==> src/rtl/vca_adsr.sv <==
`default_nettype none
// ============================================================================
// Module      : vca_adsr
// Description : Voltage-controlled amplifier with an ADSR envelope generator.
//               The audio sample from the VCF is multiplied by a 16-bit
//               envelope. The envelope advances one step per sample tick,
//               which is the rising edge of sample_clk.
//
// Ports       : clk          system clock, all state on posedge
//               reset_n      asynchronous active-low reset
//               sample_clk   sample-rate square wave; rising edge = new sample
//               gate         note gate, 1 = key held
//               attack       attack step, inc = attack+1 per tick
//               decay        decay step,  dec = decay+1 per tick
//               sustain      sustain level, S = sustain << (DATA_W-RATE_W)
//               release_rate release step, rel = release_rate+1 per tick
//                            ('release' is a reserved word)
//               sig_in       unsigned audio in
//               sig_out      unsigned amplified audio, registered
//               env_out      current envelope value, registered
//               env_active   1 while the envelope is not idle
//
// Options     : ADSR_EXP_DECAY_EN - exponential-style decay/release steps
//               proportional to the remaining distance to the target.
//
// Revision    : 1.0 - initial release
// ============================================================================
module vca_adsr #(
    parameter int DATA_W = 16,
    parameter int RATE_W = 10
) (
    input  logic              clk,
    input  logic              reset_n,
    input  logic              sample_clk,
    input  logic              gate,
    input  logic [RATE_W-1:0] attack,
    input  logic [RATE_W-1:0] decay,
    input  logic [RATE_W-1:0] sustain,
    input  logic [RATE_W-1:0] release_rate,
    input  logic [DATA_W-1:0] sig_in,
    output logic [DATA_W-1:0] sig_out,
    output logic [DATA_W-1:0] env_out,
    output logic              env_active
);

    typedef enum logic [2:0] {
        ST_IDLE    = 3'd0,
        ST_ATTACK  = 3'd1,
        ST_DECAY   = 3'd2,
        ST_SUSTAIN = 3'd3,
        ST_RELEASE = 3'd4
    } state_t;

    localparam logic [DATA_W:0] c_ONE  = {{DATA_W{1'b0}}, 1'b1};
    localparam logic [DATA_W:0] c_FULL = {1'b0, {DATA_W{1'b1}}};

    state_t              r_state;
    logic [DATA_W-1:0]   r_env;
    logic [DATA_W-1:0]   r_x;
    logic [DATA_W-1:0]   r_sig_out;
    logic                r_gate_q;
    logic                r_sample_clk_q;

    logic                w_tick;
    logic [DATA_W-1:0]   w_s;
    logic [DATA_W:0]     w_env_e;
    logic [DATA_W:0]     w_inc;
    logic [DATA_W:0]     w_dec;
    logic [DATA_W:0]     w_rel;
    logic [DATA_W:0]     w_att_sum;
    logic                w_att_sat;
    logic [DATA_W-1:0]   w_att_env;
    logic [DATA_W-1:0]   w_rel_base;
    logic [DATA_W:0]     w_rel_diff;
    logic                w_rel_done;
    logic [DATA_W-1:0]   w_rel_env;
    state_t              w_rel_state;
    logic [DATA_W:0]     w_dec_diff;
    logic                w_dec_done;
    logic [2*DATA_W-1:0] w_prod;
    state_t              w_state_nxt;
    logic [DATA_W-1:0]   w_env_nxt;
    logic                w_unused;

    assign w_tick  = sample_clk & ~r_sample_clk_q;
    assign w_s     = {sustain, {(DATA_W-RATE_W){1'b0}}};
    assign w_env_e = {1'b0, r_env};
    assign w_inc   = {{(DATA_W+1-RATE_W){1'b0}}, attack} + c_ONE;

    // Attack step, saturated at full scale.
    assign w_att_sum = w_env_e + w_inc;
    assign w_att_sat = (w_att_sum >= c_FULL);
    assign w_att_env = w_att_sat ? c_FULL[DATA_W-1:0] : w_att_sum[DATA_W-1:0];

    // A gate release in ATTACK steps down from the attack result, so a note
    // released on the peak tick starts its release from full scale.
    assign w_rel_base = (r_state == ST_ATTACK) ? w_att_env : r_env;

`ifdef ADSR_EXP_DECAY_EN
    logic [DATA_W-1:0]        w_exp_dist;
    logic [RATE_W:0]          w_dec_k;
    logic [RATE_W:0]          w_rel_k;
    logic [DATA_W+RATE_W:0]   w_dec_prod;
    logic [DATA_W+RATE_W:0]   w_rel_prod;
    logic                     w_unused_exp;

    // Distance above sustain; zero when sustain was raised above env.
    assign w_exp_dist = (r_env > w_s) ? (r_env - w_s) : '0;
    assign w_dec_k    = {1'b0, decay} + {{RATE_W{1'b0}}, 1'b1};
    assign w_rel_k    = {1'b0, release_rate} + {{RATE_W{1'b0}}, 1'b1};
    assign w_dec_prod = {{(RATE_W+1){1'b0}}, w_exp_dist} * {{DATA_W{1'b0}}, w_dec_k};
    assign w_rel_prod = {{(RATE_W+1){1'b0}}, w_rel_base} * {{DATA_W{1'b0}}, w_rel_k};
    // Minimum step of 1 guarantees the terminal condition is always reached.
    assign w_dec = (w_dec_prod[DATA_W+RATE_W:RATE_W] == '0) ? c_ONE
                                                           : w_dec_prod[DATA_W+RATE_W:RATE_W];
    assign w_rel = (w_rel_prod[DATA_W+RATE_W:RATE_W] == '0) ? c_ONE
                                                           : w_rel_prod[DATA_W+RATE_W:RATE_W];
    assign w_unused_exp = ^{w_dec_prod[RATE_W-1:0], w_rel_prod[RATE_W-1:0]};
`else
    assign w_dec = {{(DATA_W+1-RATE_W){1'b0}}, decay} + c_ONE;
    assign w_rel = {{(DATA_W+1-RATE_W){1'b0}}, release_rate} + c_ONE;
`endif

    // Release step; the "<=" test keeps the subtraction from underflowing.
    assign w_rel_diff  = {1'b0, w_rel_base} - w_rel;
    assign w_rel_done  = ({1'b0, w_rel_base} <= w_rel);
    assign w_rel_env   = w_rel_done ? '0 : w_rel_diff[DATA_W-1:0];
    assign w_rel_state = w_rel_done ? ST_IDLE : ST_RELEASE;

    // Decay step; also snaps env up to a sustain that was raised above it.
    assign w_dec_diff = w_env_e - w_dec;
    assign w_dec_done = (w_env_e <= ({1'b0, w_s} + w_dec));

    always_comb begin
        w_state_nxt = r_state;
        w_env_nxt   = r_env;
        case (r_state)
            ST_IDLE: begin
                w_env_nxt = '0;
                if (gate) begin
                    w_state_nxt = ST_ATTACK;
                    w_env_nxt   = w_inc[DATA_W-1:0];
                end
            end
            ST_ATTACK: begin
                if (!gate) begin
                    w_state_nxt = w_rel_state;
                    w_env_nxt   = w_rel_env;
                end else begin
                    w_state_nxt = w_att_sat ? ST_DECAY : ST_ATTACK;
                    w_env_nxt   = w_att_env;
                end
            end
            ST_DECAY: begin
                if (!gate) begin
                    w_state_nxt = w_rel_state;
                    w_env_nxt   = w_rel_env;
                end else if (w_dec_done) begin
                    w_state_nxt = ST_SUSTAIN;
                    w_env_nxt   = w_s;
                end else begin
                    w_env_nxt   = w_dec_diff[DATA_W-1:0];
                end
            end
            ST_SUSTAIN: begin
                if (!gate) begin
                    w_state_nxt = w_rel_state;
                    w_env_nxt   = w_rel_env;
                end else begin
                    w_env_nxt   = w_s;
                end
            end
            ST_RELEASE: begin
                // Retrigger continues from the current level.
                if (gate && !r_gate_q) begin
                    w_state_nxt = w_att_sat ? ST_DECAY : ST_ATTACK;
                    w_env_nxt   = w_att_env;
                end else begin
                    w_state_nxt = w_rel_state;
                    w_env_nxt   = w_rel_env;
                end
            end
            default: begin
                w_state_nxt = ST_IDLE;
                w_env_nxt   = '0;
            end
        endcase
    end

    assign w_prod   = {{DATA_W{1'b0}}, r_x} * {{DATA_W{1'b0}}, r_env};
    assign w_unused = ^{w_prod[DATA_W-1:0], w_dec_diff[DATA_W], w_rel_diff[DATA_W]};

    always_ff @(posedge clk or negedge reset_n) begin
        if (!reset_n) begin
            r_state        <= ST_IDLE;
            r_env          <= '0;
            r_x            <= '0;
            r_gate_q       <= 1'b0;
            r_sample_clk_q <= 1'b0;
            r_sig_out      <= '0;
        end else begin
            r_sample_clk_q <= sample_clk;
            // Product of the values latched on the previous tick.
            r_sig_out      <= w_prod[2*DATA_W-1:DATA_W];
            if (w_tick) begin
                r_x      <= sig_in;
                r_gate_q <= gate;
                r_state  <= w_state_nxt;
                r_env    <= w_env_nxt;
            end
        end
    end

    assign sig_out    = r_sig_out;
    assign env_out    = r_env;
    assign env_active = (r_state != ST_IDLE);

endmodule
`default_nettype wire

==> config.mk <==
export PLATFORM = sky130hd
export DESIGN_NAME = vca_adsr
export DESIGN_NICKNAME = d
export VERILOG_FILES = /design/src/rtl/vca_adsr.sv
export SDC_FILE = /design/constraint.sdc
export NUM_CORES = 1
export LEC_CHECK = 0
export ABC_CLOCK_PERIOD_IN_PS = 6900
export CORE_MARGIN = 5
export CORE_UTILIZATION = 45
export CTS_CLUSTER_SIZE = 20
export DETAILED_ROUTE_END_ITERATION = 10
export PLACE_DENSITY = 0.66
export SLEW_MARGIN = 20
export SYNTH_ARGS = -nofsm -noshare
export SYNTH_HDL_FRONTEND = slang
export SYNTH_SLANG_ARGS = --single-unit
==> constraint.sdc <==
create_clock -name clk -period 6.9 [get_ports clk]
set_input_delay 1.035 -clock clk [delete_from_list [all_inputs] [get_ports clk]]
set_output_delay 1.035 -clock clk [all_outputs]
set_load 0.02 [all_outputs]
# ---- Yosys cells after proc, flatten, opt, wreduce, memory -nomap -nowiden
# Index checks and enable logic that the tools add are counted.
# W data, S select, Z words.
dict set report word_totals {
  inputBits 60
  wordCells 50
  ff_bits 53
  output_inout_bits 33
}
dict set report op_classes {
  mux 19
  magnitude_cmp 3
  bitwise 2
  multipliers 1
  add_sub_neg 7
  n_eq_ne 7
  reduce_logical 5
}
# cell n
set op_table {}
lappend op_table {{$mux W16} 8}
lappend op_table {{$pmux W16 S5} 1}
lappend op_table {{$add A16 B11 Y17} 2}
lappend op_table {{$add A10 B1 Y11 const B} 3}
lappend op_table {{$mul A16 B16 Y32} 1}
lappend op_table {{$sub A16 B11 Y16} 2}
lappend op_table {{$mux W3} 7}
lappend op_table {{$ge A17 B16 Y1 const B} 1}
lappend op_table {{$le A16 B17 Y1} 1}
lappend op_table {{$le A16 B11 Y1} 1}
lappend op_table {{$pmux W3 S5} 1}
lappend op_table {{$mux W11} 1}
lappend op_table {{$eq A3 B2 Y1 const B} 2}
lappend op_table {{$ne A2 B2 Y1 const B} 2}
lappend op_table {{$reduce_and A4 Y1} 1}
lappend op_table {{$eq A3 B1 Y1 const B} 1}
lappend op_table {{$eq A3 B3 Y1 const B} 1}
lappend op_table {{$logic_not A3 Y1} 1}
lappend op_table {{$ne A3 B3 Y1 const B} 1}
lappend op_table {{$reduce_bool A3 Y1} 1}
lappend op_table {{$mux W2} 1}
lappend op_table {{$and A1 B1 Y1} 1}
lappend op_table {{$logic_and A1 B1 Y1} 1}
lappend op_table {{$logic_not A1 Y1} 1}
lappend op_table {{$not A1 Y1} 1}

# ---- Logic depth before layout (Yosys ltp)
# Gate-level depths: netlist of run 1.
dict set report logic_depth {
  word_depth 9
  ltp_mapped 28
}

# ---- Worst setup path before layout of run 1
# No wires, ideal clock.
dict set report synth_path {
  path_kind {register to register}
  start {register r_env[14], in the netlist env_out[14]}
  end {register r_sig_out[15], in the netlist sig_out[15]}
  stages_incl_launch_ff 25
  path_buffers 3
  required_ns 6.820
  setup_ns 0.080
  slack_ns 0.018
  t_arrival_ns 6.802
  path_cell_list {dfrtp_1 > clkbuf_1 > buf_1 > clkbuf_1 > nand2_1 > fa_1 > fa_1 > inv_1 > fa_1 > inv_1 > fa_1 > fa_1 > inv_1 > fa_1 > ha_1 > a21o_1 > a2111oi_0 > o21a_1 > a2111oi_0 > o31ai_1 > o211ai_1 > and2_1 > o21a_1 > nor2_1 > xnor2_1}
}
dict set report synth_via {
  elab_chain_len 1
}
# element line
set synth_lines {}
lappend synth_lines {{from (decl)} 58} ;# logic [DATA_W-1:0] r_env;
lappend synth_lines {{from (signal assigned)} 209} ;# r_env <= w_env_nxt;
lappend synth_lines {{$mul A16 B16 Y32} 190} ;# assign w_prod = {{DATA_W{1'b0}}, r_x} * {{DATA_W{1'b0}}, r_env};
lappend synth_lines {{named net w_prod[31]} 80} ;# logic [2*DATA_W-1:0] w_prod;
lappend synth_lines {{to (signal assigned)} 204} ;# r_sig_out <= w_prod[2*DATA_W-1:DATA_W];
lappend synth_lines {{to (decl)} 60} ;# logic [DATA_W-1:0] r_sig_out;
# The timed path passes the listed nets, and every way through them passes these cells.
# A chain may end at the register's enable or synchronous reset.

# ---- Worst setup path after layout of run 1
dict set report layout_path {
  start {input port attack[4]}
  end {register r_env[2], in the netlist env_out[2]}
}
dict set report layout_via {
  elab_chain_len 9
  word_cells_on_any_way 13
  cone_classes {add/sub (3); order compare (2); mux (8)}
}
# element line
set layout_lines {}
lappend layout_lines {{from (decl)} 36} ;# input logic [RATE_W-1:0] attack,
lappend layout_lines {{$add A10 B1 Y11 *} 88} ;# assign w_inc = {{(DATA_W+1-RATE_W){1'b0}}, attack} + c_ONE;
lappend layout_lines {{$add A16 B11 Y17 *} 91} ;# assign w_att_sum = w_env_e + w_inc;
lappend layout_lines {{$ge A17 B16 Y1} 92} ;# assign w_att_sat = (w_att_sum >= c_FULL);
lappend layout_lines {{$mux W16 *} 93} ;# assign w_att_env = w_att_sat ? c_FULL[DATA_W-1:0] : w_att_sum[DATA_W-1:0];
lappend layout_lines {{$mux W16} 97} ;# assign w_rel_base = (r_state == ST_ATTACK) ? w_att_env : r_env;
lappend layout_lines {{$sub A16 B11 Y16 / $le A16 B11 Y1 (equally long branches)} {125, 126}}
lappend layout_lines {{$mux W16} 127} ;# assign w_rel_env = w_rel_done ? '0 : w_rel_diff[DATA_W-1:0];
lappend layout_lines {{$mux W16 (on tied branches)} -}
lappend layout_lines {{$pmux W16 S5 *} 137} ;# case (r_state)
# Every way passes the cells marked *; elsewhere a longest branch is shown, timed or not.

==> metrics.yaml, run 1 <==
status: "complete, no violations"
portBuffers: 92
p_per_area_nw_per_um2: 522
required_ps: 7120
synth_seq_cells: 53
synth.distinct_cells: 71
die_area_sq_um: 34300
async_reset_ff_share_pct: 100
die_x_um: 185
syn_area_per_cell_sq_um: 8.29
fillCellCount: 2909
start_util_pct: 45.4
cap_viol_max_count: 0
fmaxAchievable_mhz: 150
clk_pin_slew_ps: 80
pre_cts_ws_ps: -225
dp_hpwl_um: 35300
cts.sinks: 53
synth_fa_ha_area_share_pct: 42.4
vias_per_cell: 5.62
netlist_area_sq_um: 13800
yosys.area.top_type: "fa_1"
critPathSlowestCell: "clkdlybuf4s50_1"
drive_above_1_share_pct: 8.51
hp-class: "reg -> reg"
multiInputGateArea_sq_um: 11300
ff2ff_setup_slack_ps: 340
grt_max_degree: 54
p_leak_uw: 0.00755
crit_type: "in -> reg"
grt_overflow: 0
synth_top_family_by_area: "adder cells"
crit_fanout: 8
setup_viol: 0
cts_tree: "built"
synth-simple-area-share_pct: 18.6
dp.cells: 2174
worstSetupEndpointType: "flop"
ys.flop_type: "dfrtp_1"
cts_buffer_depth: 2
syn2layout_area_growth_pct: 15.0
drtPass1Iterations: 6
antenna_found_initial: 1
synth-xor-area-share_pct: 4.69
yosys_warnings: 0
yosys-top-cells-area: "fa_1 29%, ha_1 14%, dfrtp_1 9.6%"
fin_ws_ps: 235
clockRootBuffer: "clkbuf_16"
grt_pass1_vias: 12300
worst-path-buf-inv: 2
yosysMostFrequentCell: "inv_1"
cts-hold-fix-buffers: 0
drt_iter0_drc: 884
slowest_delay_ps: 570
synth_top_area_share_pct: 28.5
htree_levels: 2
rows: 64
final_hold_viol_count: 0
wirelength_um: 42900
arrival_ps: 6880
fin_cells: 2183
grt_pass1_wl_um: 68000
synth_commonest_cells: "263 x inv_1, 239 x nand2_1, 197 x fa_1"
synthMuxAreaShare_pct: 1.59
crit_family: "compound AO/OA/AOI/OAI gates"
core_sq_um: 30400
min_period_ps: 6660
die-height_um: 185
netlist_instances: 1667
synth-edff-count: 0
finalNetCount: 2196
syn_nets: 2077
synth-compound-area-share_pct: 13.9
utilization_pct: 52.2
numCtsBuffers: 5
vdd_ir_drop_max_mv: 0.431
fin_crit_sh_pct: 96.6
slew_headroom_pct: 39.5
drc: 0
drtAntennaViolNets: 0
setup_tns_ps: 0
grt_use_total_pct: 25.2
gp_congestion: 0.961
clock_latency_ps: 310
ios: 93
seq_area_frac_synth_pct: 9.60
tightest_slew_ps: 885
slew_violations: 0
ff_latch_area_sq_um: 1330
finClkSkew_ps: 5.87
diodes: 0
vias: 12300
avgRoutedWirePerCell_um: 19.7
cp-start-kind: "input port"
fin_hold_ws_ps: 672
## kinds of logic after synthesis
group	Yosys count
AOI/OAI and AO/OA	289
xor gates and xnor gates	74
adders and majority gates	350
buffers and inverters	339
DFF	53
muxes	20
and+or+nand+nor	542
## layout make-up
class	instances	area share [%]
clock inverters	2	0.0945
multi-input cells	1275	71.0
repair buffers	187	10.4
well taps	396	3.12
flip-flops and latches	53	8.38
inverters	264	6.23
clock buffers	6	0.811
## sequential cells by signal, indices dropped and copies added (netlist names)
register	flops
sig_out	16
r_sample_clk_q	1
r_x	16
r_state	3
r_gate_q	1
env_out	16
## repair_timing
item	in CTS	in global routing
setup endpoints to repair	0	18
buffers inserted	0	1
gates resized for setup	0	20
## per-layer routing
metal / vias to the layer above / share of wire [%] / track usage, %
li1: 5654 / - / -
met1: 6127 / 45 / 36.2
met5: - / 0 / 0
met2: 413 / 47 / 40.8
met4: 0 / 2.4 / 5.61
met3: 70 / 5.8 / 3.42
## stage by stage
stage	instance area, sq um	total power, uW
2_1_floorplan	13800	5780
3_3_place_gp	15700	7750
3_5_place_dp	15700	7950
4_1_cts	15800	8270
5_1_grt	15900	9380
6_report	15900	8290
## worst paths after layout
check | from | end | cells after the start
setup reg to reg | r_x[6]$_DFFE_PN0P_ | sig_out[15]$_DFF_PN0_ | 26
hold / removal | r_gate_q$_DFFE_PN0P_ | r_gate_q$_DFFE_PN0P_ | 2
setup / recovery | attack[4] | env_out[2]$_DFFE_PN0P_ | 27
hold reg to reg | r_gate_q$_DFFE_PN0P_ | r_gate_q$_DFFE_PN0P_ | 2
min in group asynchronous | reset_n | sig_out[4]$_DFF_PN0_ | 2
max in group asynchronous | reset_n | env_out[5]$_DFFE_PN0P_ | 2
## worst min-delay path, cell delays in order (launching register included)
cell and delay, ps:
dfrtp_1 490, nand2_1 70, o21ai_0 70
## cell usage in the layout, fill, tap and decap left out, types with 7 or more instances in the layout
| master | instances |
|---|---|
| a211oi_1 | 11 |
| a21o_1 | 22 |
| a21oi_1 | 66 |
| a22o_1 | 7 |
| and2_1 | 93 |
| and3_1 | 14 |
| buf_4 | 93 |
| clkdlybuf4s50_1 | 91 |
| dfrtp_1 | 49 |
| fa_1 | 197 |
| ha_1 | 153 |
| inv_1 | 263 |
| mux2_2 | 16 |
| nand2_1 | 239 |
| nand2b_1 | 12 |
| nand3_1 | 37 |
| nand4_1 | 15 |
| nor2_1 | 66 |
| nor2b_1 | 15 |
| nor3_1 | 19 |
| o211ai_1 | 13 |
| o21a_1 | 10 |
| o21ai_0 | 70 |
| o21bai_1 | 10 |
| o221ai_1 | 7 |
| or2_2 | 8 |
| or3_1 | 8 |
| xnor2_1 | 39 |
| xor2_1 | 32 |
## power by group
group | total, uW | switching [uW] | internal, uW
sequential | 616 | 176 | 440
clock | 269 | 133 | 135
combinational | 7410 | 4270 | 3140
total | 8290 | 4580 | 3720
(Power assumes the default switching activity.)
==> run 2, diff against run 1 <==
--- a/config.mk
+++ b/config.mk
@@ -8,8 +8,10 @@
 export ABC_CLOCK_PERIOD_IN_PS = 6900
 export CORE_MARGIN = 5
 export CORE_UTILIZATION = 45
+export CTS_CLUSTER_DIAMETER = 50
 export CTS_CLUSTER_SIZE = 20
 export DETAILED_ROUTE_END_ITERATION = 10
+export HOLD_SLACK_MARGIN = 0.02
 export PLACE_DENSITY = 0.66
 export SLEW_MARGIN = 20
 export SYNTH_ARGS = -nofsm -noshare
==> results of run 2 <==
Final layout, timing and power as in run 1 (identical DEF).
